File: config.mk
export PLATFORM = sky130hd
export DESIGN_NAME = exec_alu_mc
export DESIGN_NICKNAME = d
export VERILOG_FILES = /design/src/rtl/exec_alu_mc.sv
export SDC_FILE = /design/constraint.sdc
export NUM_CORES = 1
export LEC_CHECK = 0
export CAP_MARGIN = 20
export CORE_MARGIN = 5
export CORE_UTILIZATION = 53
export CTS_CLUSTER_DIAMETER = 60
export DETAILED_ROUTE_END_ITERATION = 10
export PLACE_DENSITY_LB_ADDON = 0.15
export RECOVER_POWER = 100
export SYNTH_ARGS = -nofsm -noshare
export SYNTH_HDL_FRONTEND = slang
export SYNTH_SLANG_ARGS = --single-unit
File: constraint.sdc
create_clock -name iClk -period 2.8 [get_ports iClk]
set_input_delay 0.84 -clock iClk [delete_from_list [all_inputs] [get_ports iClk]]
set_output_delay 0.84 -clock iClk [all_outputs]
set_load 0.02 [all_outputs]
File: src/rtl/exec_alu_mc.sv
// Multi-cycle execute-stage ALU: single-cycle arithmetic/logic with x86 flags,
// plus bit-serial shifts and rotates that move one bit per clock.
module exec_alu_mc #(
    parameter int WIDTH = 16
) (
    input  logic             iClk,
    input  logic             iRst_n,
    input  logic             iStart,
    input  logic [4:0]       iFunc,
    input  logic [WIDTH-1:0] iA,
    input  logic [WIDTH-1:0] iB,
    input  logic [4:0]       iCount,
    input  logic [5:0]       iFlags,
    output logic             oBusy,
    output logic             oDone,
    output logic [WIDTH-1:0] oResult,
    output logic [5:0]       oFlags
);
    localparam int M = WIDTH - 1;

    typedef enum logic {IDLE, SHIFT} state_t;

    state_t           state, state_n;
    logic [WIDTH-1:0] work, work_n, result_n;
    logic             carry, carry_n;
    logic [4:0]       remaining, remaining_n;
    logic [2:0]       sh_op, sh_op_n;
    logic [5:0]       sh_flags, sh_flags_n, flags_n;
    logic             orig_msb, orig_msb_n, done_n;

    // Flag vector layout {OF,SF,ZF,AF,PF,CF}; PF is even parity of the low byte.
    function automatic logic [5:0] mk_flags(input logic of, input logic [WIDTH-1:0] r,
                                            input logic af, input logic cf);
        return {of, r[M], (r == '0), af, ~^r[7:0], cf};
    endfunction

    // Single-cycle datapath: one shared adder/subtractor covers ADD..CMP and INC/DEC/NEG.
    logic [WIDTH-1:0] x, y, ar, alu_res;
    logic [WIDTH:0]   arith;
    logic             cin, sub, ovf, aux;
    logic [5:0]       alu_flags;

    // NOTE: every always_comb output gets a default first so no path leaves it unassigned (no latch).
    always_comb begin
        x   = iA;
        y   = iB;
        cin = 1'b0;
        sub = 1'b0;
        case (iFunc)
            5'd2:        cin = iFlags[0];
            5'd3:        begin sub = 1'b1; cin = iFlags[0]; end
            5'd5, 5'd7:  sub = 1'b1;
            5'd16:       y = WIDTH'(1);
            5'd17:       begin y = WIDTH'(1); sub = 1'b1; end
            5'd18:       begin x = '0; y = iA; sub = 1'b1; end
            default:     ;
        endcase
        arith = sub ? ({1'b0, x} - {1'b0, y} - {{WIDTH{1'b0}}, cin})
                    : ({1'b0, x} + {1'b0, y} + {{WIDTH{1'b0}}, cin});
        ar  = arith[M:0];
        ovf = sub ? ((x[M] != y[M]) && (ar[M] != x[M]))
                  : ((x[M] == y[M]) && (ar[M] != x[M]));
        aux = x[4] ^ y[4] ^ ar[4];

        alu_res   = iA;
        alu_flags = iFlags;
        case (iFunc)
            5'd0, 5'd2, 5'd3, 5'd5, 5'd7, 5'd18: begin
                alu_res   = ar;
                alu_flags = mk_flags(ovf, ar, aux, arith[WIDTH]);
            end
            5'd16, 5'd17: begin
                alu_res   = ar;
                alu_flags = mk_flags(ovf, ar, aux, iFlags[0]);
            end
            5'd1: begin alu_res = iA | iB; alu_flags = mk_flags(1'b0, iA | iB, 1'b0, 1'b0); end
            5'd4: begin alu_res = iA & iB; alu_flags = mk_flags(1'b0, iA & iB, 1'b0, 1'b0); end
            5'd6: begin alu_res = iA ^ iB; alu_flags = mk_flags(1'b0, iA ^ iB, 1'b0, 1'b0); end
            5'd19: alu_res = ~iA;
            default: ;
        endcase
    end

    // One shift/rotate step; sh_op is iFunc[2:0] of opcodes 8-15.
    logic [WIDTH-1:0] sw;
    logic             sc, sof;
    logic [5:0]       shift_flags;

    always_comb begin
        case (sh_op)
            3'd0:    begin sw = {work[M-1:0], work[M]}; sc = work[M]; end
            3'd1:    begin sw = {work[0], work[M:1]};   sc = work[0]; end
            3'd2:    begin sw = {work[M-1:0], carry};   sc = work[M]; end
            3'd3:    begin sw = {carry, work[M:1]};     sc = work[0]; end
            3'd5:    begin sw = {1'b0, work[M:1]};      sc = work[0]; end
            3'd7:    begin sw = {work[M], work[M:1]};   sc = work[0]; end
            default: begin sw = {work[M-1:0], 1'b0};    sc = work[M]; end
        endcase
        case (sh_op)
            3'd1, 3'd3: sof = sw[M] ^ sw[M-1];
            3'd5:       sof = orig_msb;
            3'd7:       sof = 1'b0;
            default:    sof = sw[M] ^ sc;
        endcase
        // Shifts recompute ZF/SF/PF; rotates carry them over from the sampled flags.
        shift_flags = sh_op[2] ? mk_flags(sof, sw, 1'b0, sc) : {sof, sh_flags[4:1], sc};
    end

    always_comb begin
        state_n     = state;
        work_n      = work;
        carry_n     = carry;
        remaining_n = remaining;
        sh_op_n     = sh_op;
        sh_flags_n  = sh_flags;
        orig_msb_n  = orig_msb;
        done_n      = 1'b0;
        result_n    = oResult;
        flags_n     = oFlags;
        case (state)
            IDLE: if (iStart) begin
                if (iFunc[4:3] == 2'b01 && iCount != 5'd0) begin
                    state_n     = SHIFT;
                    work_n      = iA;
                    carry_n     = iFlags[0];
                    remaining_n = iCount;
                    sh_op_n     = iFunc[2:0];
                    sh_flags_n  = iFlags;
                    orig_msb_n  = iA[M];
                end else begin
                    done_n   = 1'b1;
                    result_n = (iFunc[4:3] == 2'b01) ? iA : alu_res;
                    flags_n  = (iFunc[4:3] == 2'b01) ? iFlags : alu_flags;
                end
            end
            SHIFT: begin
                work_n      = sw;
                carry_n     = sc;
                remaining_n = remaining - 5'd1;
                if (remaining == 5'd1) begin
                    state_n  = IDLE;
                    done_n   = 1'b1;
                    result_n = sw;
                    flags_n  = shift_flags;
                end
            end
            default: state_n = IDLE;
        endcase
    end

    // NOTE: sequential state uses non-blocking assignments so all registers update together.
    always_ff @(posedge iClk or negedge iRst_n) begin
        if (!iRst_n) begin
            state     <= IDLE;
            work      <= '0;
            carry     <= 1'b0;
            remaining <= '0;
            sh_op     <= '0;
            sh_flags  <= '0;
            orig_msb  <= 1'b0;
            oDone     <= 1'b0;
            oResult   <= '0;
            oFlags    <= '0;
        end else begin
            state     <= state_n;
            work      <= work_n;
            carry     <= carry_n;
            remaining <= remaining_n;
            sh_op     <= sh_op_n;
            sh_flags  <= sh_flags_n;
            orig_msb  <= orig_msb_n;
            oDone     <= done_n;
            oResult   <= result_n;
            oFlags    <= flags_n;
        end
    end

    assign oBusy = (state == SHIFT);
endmodule

# After elaboration in Yosys (flattened, before gate mapping)
# Index checks and enable logic that the tools add are counted.
[totals]
ff_bits = 55
input_bits = 51
output_inout_bits = 24
wordCells = 114
[op_classes]
n_addsub = 5
eq_ne = 25
mux = 39
bitwise_logic = 9
reduce_logical = 26
[op_table]
columns = ["operator", "n"]
rows = [
  ["16-bit 2-to-1 mux", 7],
  ["16-bit case mux with 2 select lines", 3],
  ["16-bit case mux with 6 select lines", 1],
  ["16-bit logical NOT", 5],
  ["16-bit case mux with 5 select lines", 1],
  ["8-bit XNOR reduction", 5],
  ["6-bit case mux with 5 select lines", 1],
  ["6-bit 2-to-1 mux", 4],
  ["5-bit by 3-bit == test with 1-bit output, second input constant", 4],
  ["5-bit == test, second input constant", 4],
  ["16-bit by 16-bit adder with 17-bit output", 1],
  ["17-bit by 1-bit adder with 17-bit output", 1],
  ["17-bit 2-to-1 mux", 1],
  ["16-bit by 16-bit subtractor with 17-bit output", 1],
  ["17-bit by 1-bit subtractor with 17-bit output", 1],
  ["16-bit AND", 1],
  ["16-bit inverter", 1],
  ["16-bit bitwise OR", 1],
  ["16-bit XOR", 1],
  ["5-bit 2-to-1 mux", 3],
  ["1-bit 2-to-1 mux", 12],
  ["6-bit case mux with 2 select lines", 1],
  ["5-bit by 1-bit == test with 1-bit output, second input constant", 2],
  ["5-bit by 2-bit == test with 1-bit output, second input constant", 2],
  ["25 further kinds", 40],
]

# Depth between registers and ports, before layout
[logic_depth]
word_depth = 14
depth_mapped = 24
ltp_nobuf = 21

# Least setup slack after synthesis
# Ideal clock, no wire load.
[synth_path]
path_type = "input to register"
from = "input iFunc[2]"
to = "register oFlags[1]"
setup_time_ns = 0.137
arrival_time_ns = 5.155
setup_slack_ns = -2.492
cell_stages = 24
path_buffers = 3
path_cell_list = "buf_2 or3b_2 or2_2 clkbuf_1 clkbuf_1 nand2_1 inv_1 fa_1 ha_1 a211oi_1 a21oi_1 nand3_1 a21boi_0 mux2i_1 a21oi_1 a21oi_1 ha_1 xor2_1 xnor2_1 nand2_1 o211ai_1 mux2_2 o21ai_0 a21oi_1"
[synth_via]
elab_chain_len = 12
word_cells_on_any_way = 30
cone_classes = "add/sub: 4; eq/ne: 10; mux: 10; reduce/logical: 6"
[synth_rtl]
columns = ["element", "line_no", "text"]
rows = [
  ["start: declaration", "9", "input logic [4:0] iFunc,"],
  ["5-bit == test", "49, 67", ""],
  ["2-bit OR reduction (no source line)", "-", ""],
  ["16-bit case mux with 2 select lines", "49", "case (iFunc)"],
  ["16-bit by 16-bit adder with 17-bit output or 16-bit by 16-bit subtractor with 17-bit output (tied branches)", "59, 58", ""],
  ["17-bit by 1-bit adder with 17-bit output or 17-bit by 1-bit subtractor with 17-bit output (tied branches)", "59, 58", ""],
  ["17-bit 2-to-1 mux", "58", "arith = sub ? ({1'b0, x} - {1'b0, y} - {{WIDTH{1'b0}}, cin})"],
  ["8-bit XNOR reduction", "34", "return {of, r[M], (r == '0), af, ~^r[7:0], cf};"],
  ["6-bit case mux with 5 select lines *", "67", "case (iFunc)"],
  ["6-bit 2-to-1 mux *", "133", "flags_n = (iFunc[4:3] == 2'b01) ? iFlags : alu_flags;"],
  ["6-bit 2-to-1 mux *", "122", "if (iFunc[4:3] == 2'b01 && iCount != 5'd0) begin"],
  ["6-bit 2-to-1 mux *", "121", "IDLE: if (iStart) begin"],
  ["6-bit case mux with 2 select lines *", "120", "case (state)"],
  ["end signal: assignment", "174", "oFlags <= flags_n;"],
  ["end: declaration", "17", "output logic [5:0] oFlags"],
]
# Mark *: on every way between the ends. The rest lies on a longest branch, timed or not. The select of a mux whose other input is x is not followed.
# A chain may end at the register's enable or synchronous reset.

# Worst setup path in the final report
# Ends and elaborated chain as after synthesis.

==> results.md <==
* Die X at ~130 µm
* Syn Std Cell Area at a little over 7000 µm²
* DRC Markers at 0
* Core ar. at approximately 13,000 µm²
* Clk sinks at 54
* 1st-iter DRT viols at between 600 and 700
* Met3 Wirelength at between 1500 and 2000 µm
* Number of synthesized flops with an enable pin at 0
* Initial antenna violation count at 0
* Ys async rst share at 100%
* Combinational share of power at 67.1%
* Synthesized flop and latch total at 54
* Clock Power Share at 10.4%
* Syn_nets at around 1,100
* Drt first pass iters at 5
* Die area at approximately 16,000 µm²
* Vias/cell at between 5 and 6
* Cell total after placement at around 1,300
* Sw frac at 44.5%
* Top post-synthesis cells by area: dfrtp_1 19%, ha_1 17%, nand2_1 5.8%
* P_int at 0.00379 W
* Rel. slew slack at between 20 and 25%
* Boundary pin count at 75
* Num CTS Buffers at 5
* Wl on met1 at roughly 10,000 µm
* Commonest non-fill, non-tap cell in the layout: buf_4
* Metal2 WL at ~12,000 µm
* Power per cell area at 649 nW/µm²
* Period minus WS final at around 4500 ps
* Port bufs at between 70 and 80
* Number of distinct library cells after synthesis at just under 80
* Highest metal used: met4
* Violated checks: setup timing
* Clock latency on the worst-skew pair at 300 ps
* Initial Util at between 50% and 60%
* Psw at 0.00303 W
* Avg Inst Size Synth at between 7 and 8 µm²
* RSZ-0062 raised after global routing: yes
* Class of the worst hold path: register to register
* Ratio of cells with drive above 1 in the final layout at around 31%
* Worst setup EP type: register
* CP max FO at 6
* Clock skew at around 5 ps
* Setup-failing EPs final at 22
* Global route total overflow at 0
* Placement row count at 42
* Crit path launch type: input port
* WHS at between 400 and 500 ps
* Ant diodes at 0
* Total power at about 0.0068 W
* Flop pwr share at between 20 and 25%
* Final antenna-violating net count at 0
* Final Cycle Share at 162%
* Max-cap violations at 0
* Placed Area at between 9000 and 10,000 µm²
* Area grow syn2layout at 49.2%
* TritonCTS clock tree: yes
* Number of global-route vias before repair at between 7,000 and 8,000
* Routability Congestion at ~0.97
* Total wire length at about 26,000 µm
* Global-route wire length before repair at ~40,000 µm
* DPL Wire Length at 19,700 µm
* Top cell type's share of synthesized area at about a fifth
* Sequential area share after synthesis at between 10% and 20%
* Place WS at -2520 ps
* Max rail drop VDD at ~0.00047 V
* Status: finished, violations left
* Leak pwr at 4.98 nW
* Final Hold Fails at 0
* Final setup margin at -1730 ps
* Most frequent cells in the layout: 240 x buf_4, 105 x nand2_1, 91 x inv_1
* Wirelength per Cell at 18.5 µm
* Pin count of the biggest net entering global routing at 44
* Worst-Margin Slew at 1130 ps
* GRT Total Usage at a little under a third
* # H-tree levels at 2
* Final net count at between 1,000 and 1,500
* Clock buffer depth at 2
* Yosys top cell by area: dfrtp_1
* Yosys warning total at 0
* Chip height at between 100 and 150 µm
* Setup Crit Path Kind: input port to register
* Finished Layout Cells at 1,381
* Main synth FF type: dfrtp_1
* Total vias in the final route at slightly above 8,000
* Clock-pin slew on the worst setup and hold paths at roughly 70 ps
* CP required at 2990 ps
* Pins over their slew limit at 0
* Syn Inst Count at slightly above 900
* Root Buffer Master: clkbuf_16
* Arrival @ worst endpoint at about 4700 ps
* Max Freq at between 200 and 250 MHz
* Post-route cell area at around 11,000 µm²
* CTS hold repair buffers at 0
-- metrics by stage --
step / util [%] / TNS (ps)
4_1_cts: 78.8 / -24380
5_1_grt: 80.0 / -29210
3_5_place_dp: 73.2 / -43320
6_report: 80.0 / -27160
2_1_floorplan: - / -26980
3_3_place_gp: 73.2 / -41760
-- layer usage --
layer / up-vias / track usage, %
met5: - / 0
met4: 0 / 12.7
met3: 66 / 4.35
met2: 337 / 52.2
met1: 3864 / 40.3
li1: 3820 / -
-- critical path, stage by stage --
cell	delay [ps]
buf_8	100
or3b_4	430
or2_4	300
nand2_4	80
inv_2	40
fa_2	410
buf_4	150
fa_2	380
nor3_2	270
o21ai_1	150
xnor2_1	160
nand2_1	70
o21ai_1	80
buf_4	150
ha_4	210
xor2_2	140
xnor2_1	140
nand2_1	70
o211ai_1	70
mux2_4	280
o21ai_2	110
a21oi_1	70
-- flip-flops by register name, indices dropped and copies added (netlist names) --
name,count
oDone,1
sh_op,3
oResult,16
carry,1
work,16
orig_msb,1
sh_flags,4
oFlags,6
oBusy,1
remaining,5
-- final cells by class --
type,instances,area (µm²)
Multi-Input combinational cell,717,5730
Timing Repair Buffer,331,2680
Fill cell,882,2630
Sequential cell,54,1350
Inverter,95,359
Tap cell,176,220
Clock buffer,6,129
Clock inverter,2,37.5
-- cells by family after synthesis --
kind of cell	synth area share [%]
AO/OA/AOI/OAI	22.6
XOR/XNOR	5.10
adder cells (fa/ha/maj)	18.4
buffers and inverters	7.64
flip-flops	19.2
multiplexers	7.32
AND/OR/NAND/NOR	19.8
-- path summary, 6_finish.rpt --
path	endpoint	from	cells after the start	slack, ps
worst max-delay path	oFlags[1]$_DFFE_PN0P_	iFunc[2]	22	-1730
worst min-delay path	oResult[8]$_DFFE_PN0P_	oResult[8]$_DFFE_PN0P_	2	480
worst max register to register	oFlags[3]$_DFFE_PN0P_	sh_op[0]$_DFFE_PN0P_	9	230
worst min register to register	oResult[8]$_DFFE_PN0P_	oResult[8]$_DFFE_PN0P_	2	480
max in group asynchronous	work[0]$_DFFE_PN0P_	iRst_n	2	520
min in group asynchronous	oResult[2]$_DFFE_PN0P_	iRst_n	1	740
-- power groups by stage --
stage          registers, W  clock network, W  logic, W
2_1_floorplan       0.00161                 0   0.00249
3_5_place_dp        0.00154                 0   0.00419
5_1_grt             0.00157          0.000745   0.00495
6_report            0.00153          0.000709   0.00457
3_3_place_gp        0.00152                 0   0.00410
4_1_cts             0.00153          0.000717   0.00446
-- synth_stat cells (4+ instances only) --
master	n
nand3_1	9
a21oi_1	60
ha_1	97
or2_2	4
o41ai_1	4
a21boi_0	8
o211ai_1	9
buf_2	4
or3_1	5
xnor2_1	26
o221ai_1	11
a211oi_1	13
mux2i_1	38
o22ai_1	9
nor2b_1	9
o31ai_1	6
nor2_1	61
o21ai_0	57
and3_1	7
clkbuf_1	31
inv_1	95
nand2_1	108
fa_1	4
buf_1	6
and2_1	6
nand2b_1	11
nor4b_1	5
a22o_1	6
o21bai_1	7
nor4_1	6
dfrtp_1	54
nand4_1	12
nor3_1	19
mux2_2	12
xor2_1	15
a31oi_1	11
-- timing repair --
item	in CTS	in global routing
setup endpoints to repair	22	22
hold endpoints to repair	0	0
resized for setup	110	30
pin swaps	57	52
setup buffers	21	14
(Power assumes the default switching activity.)
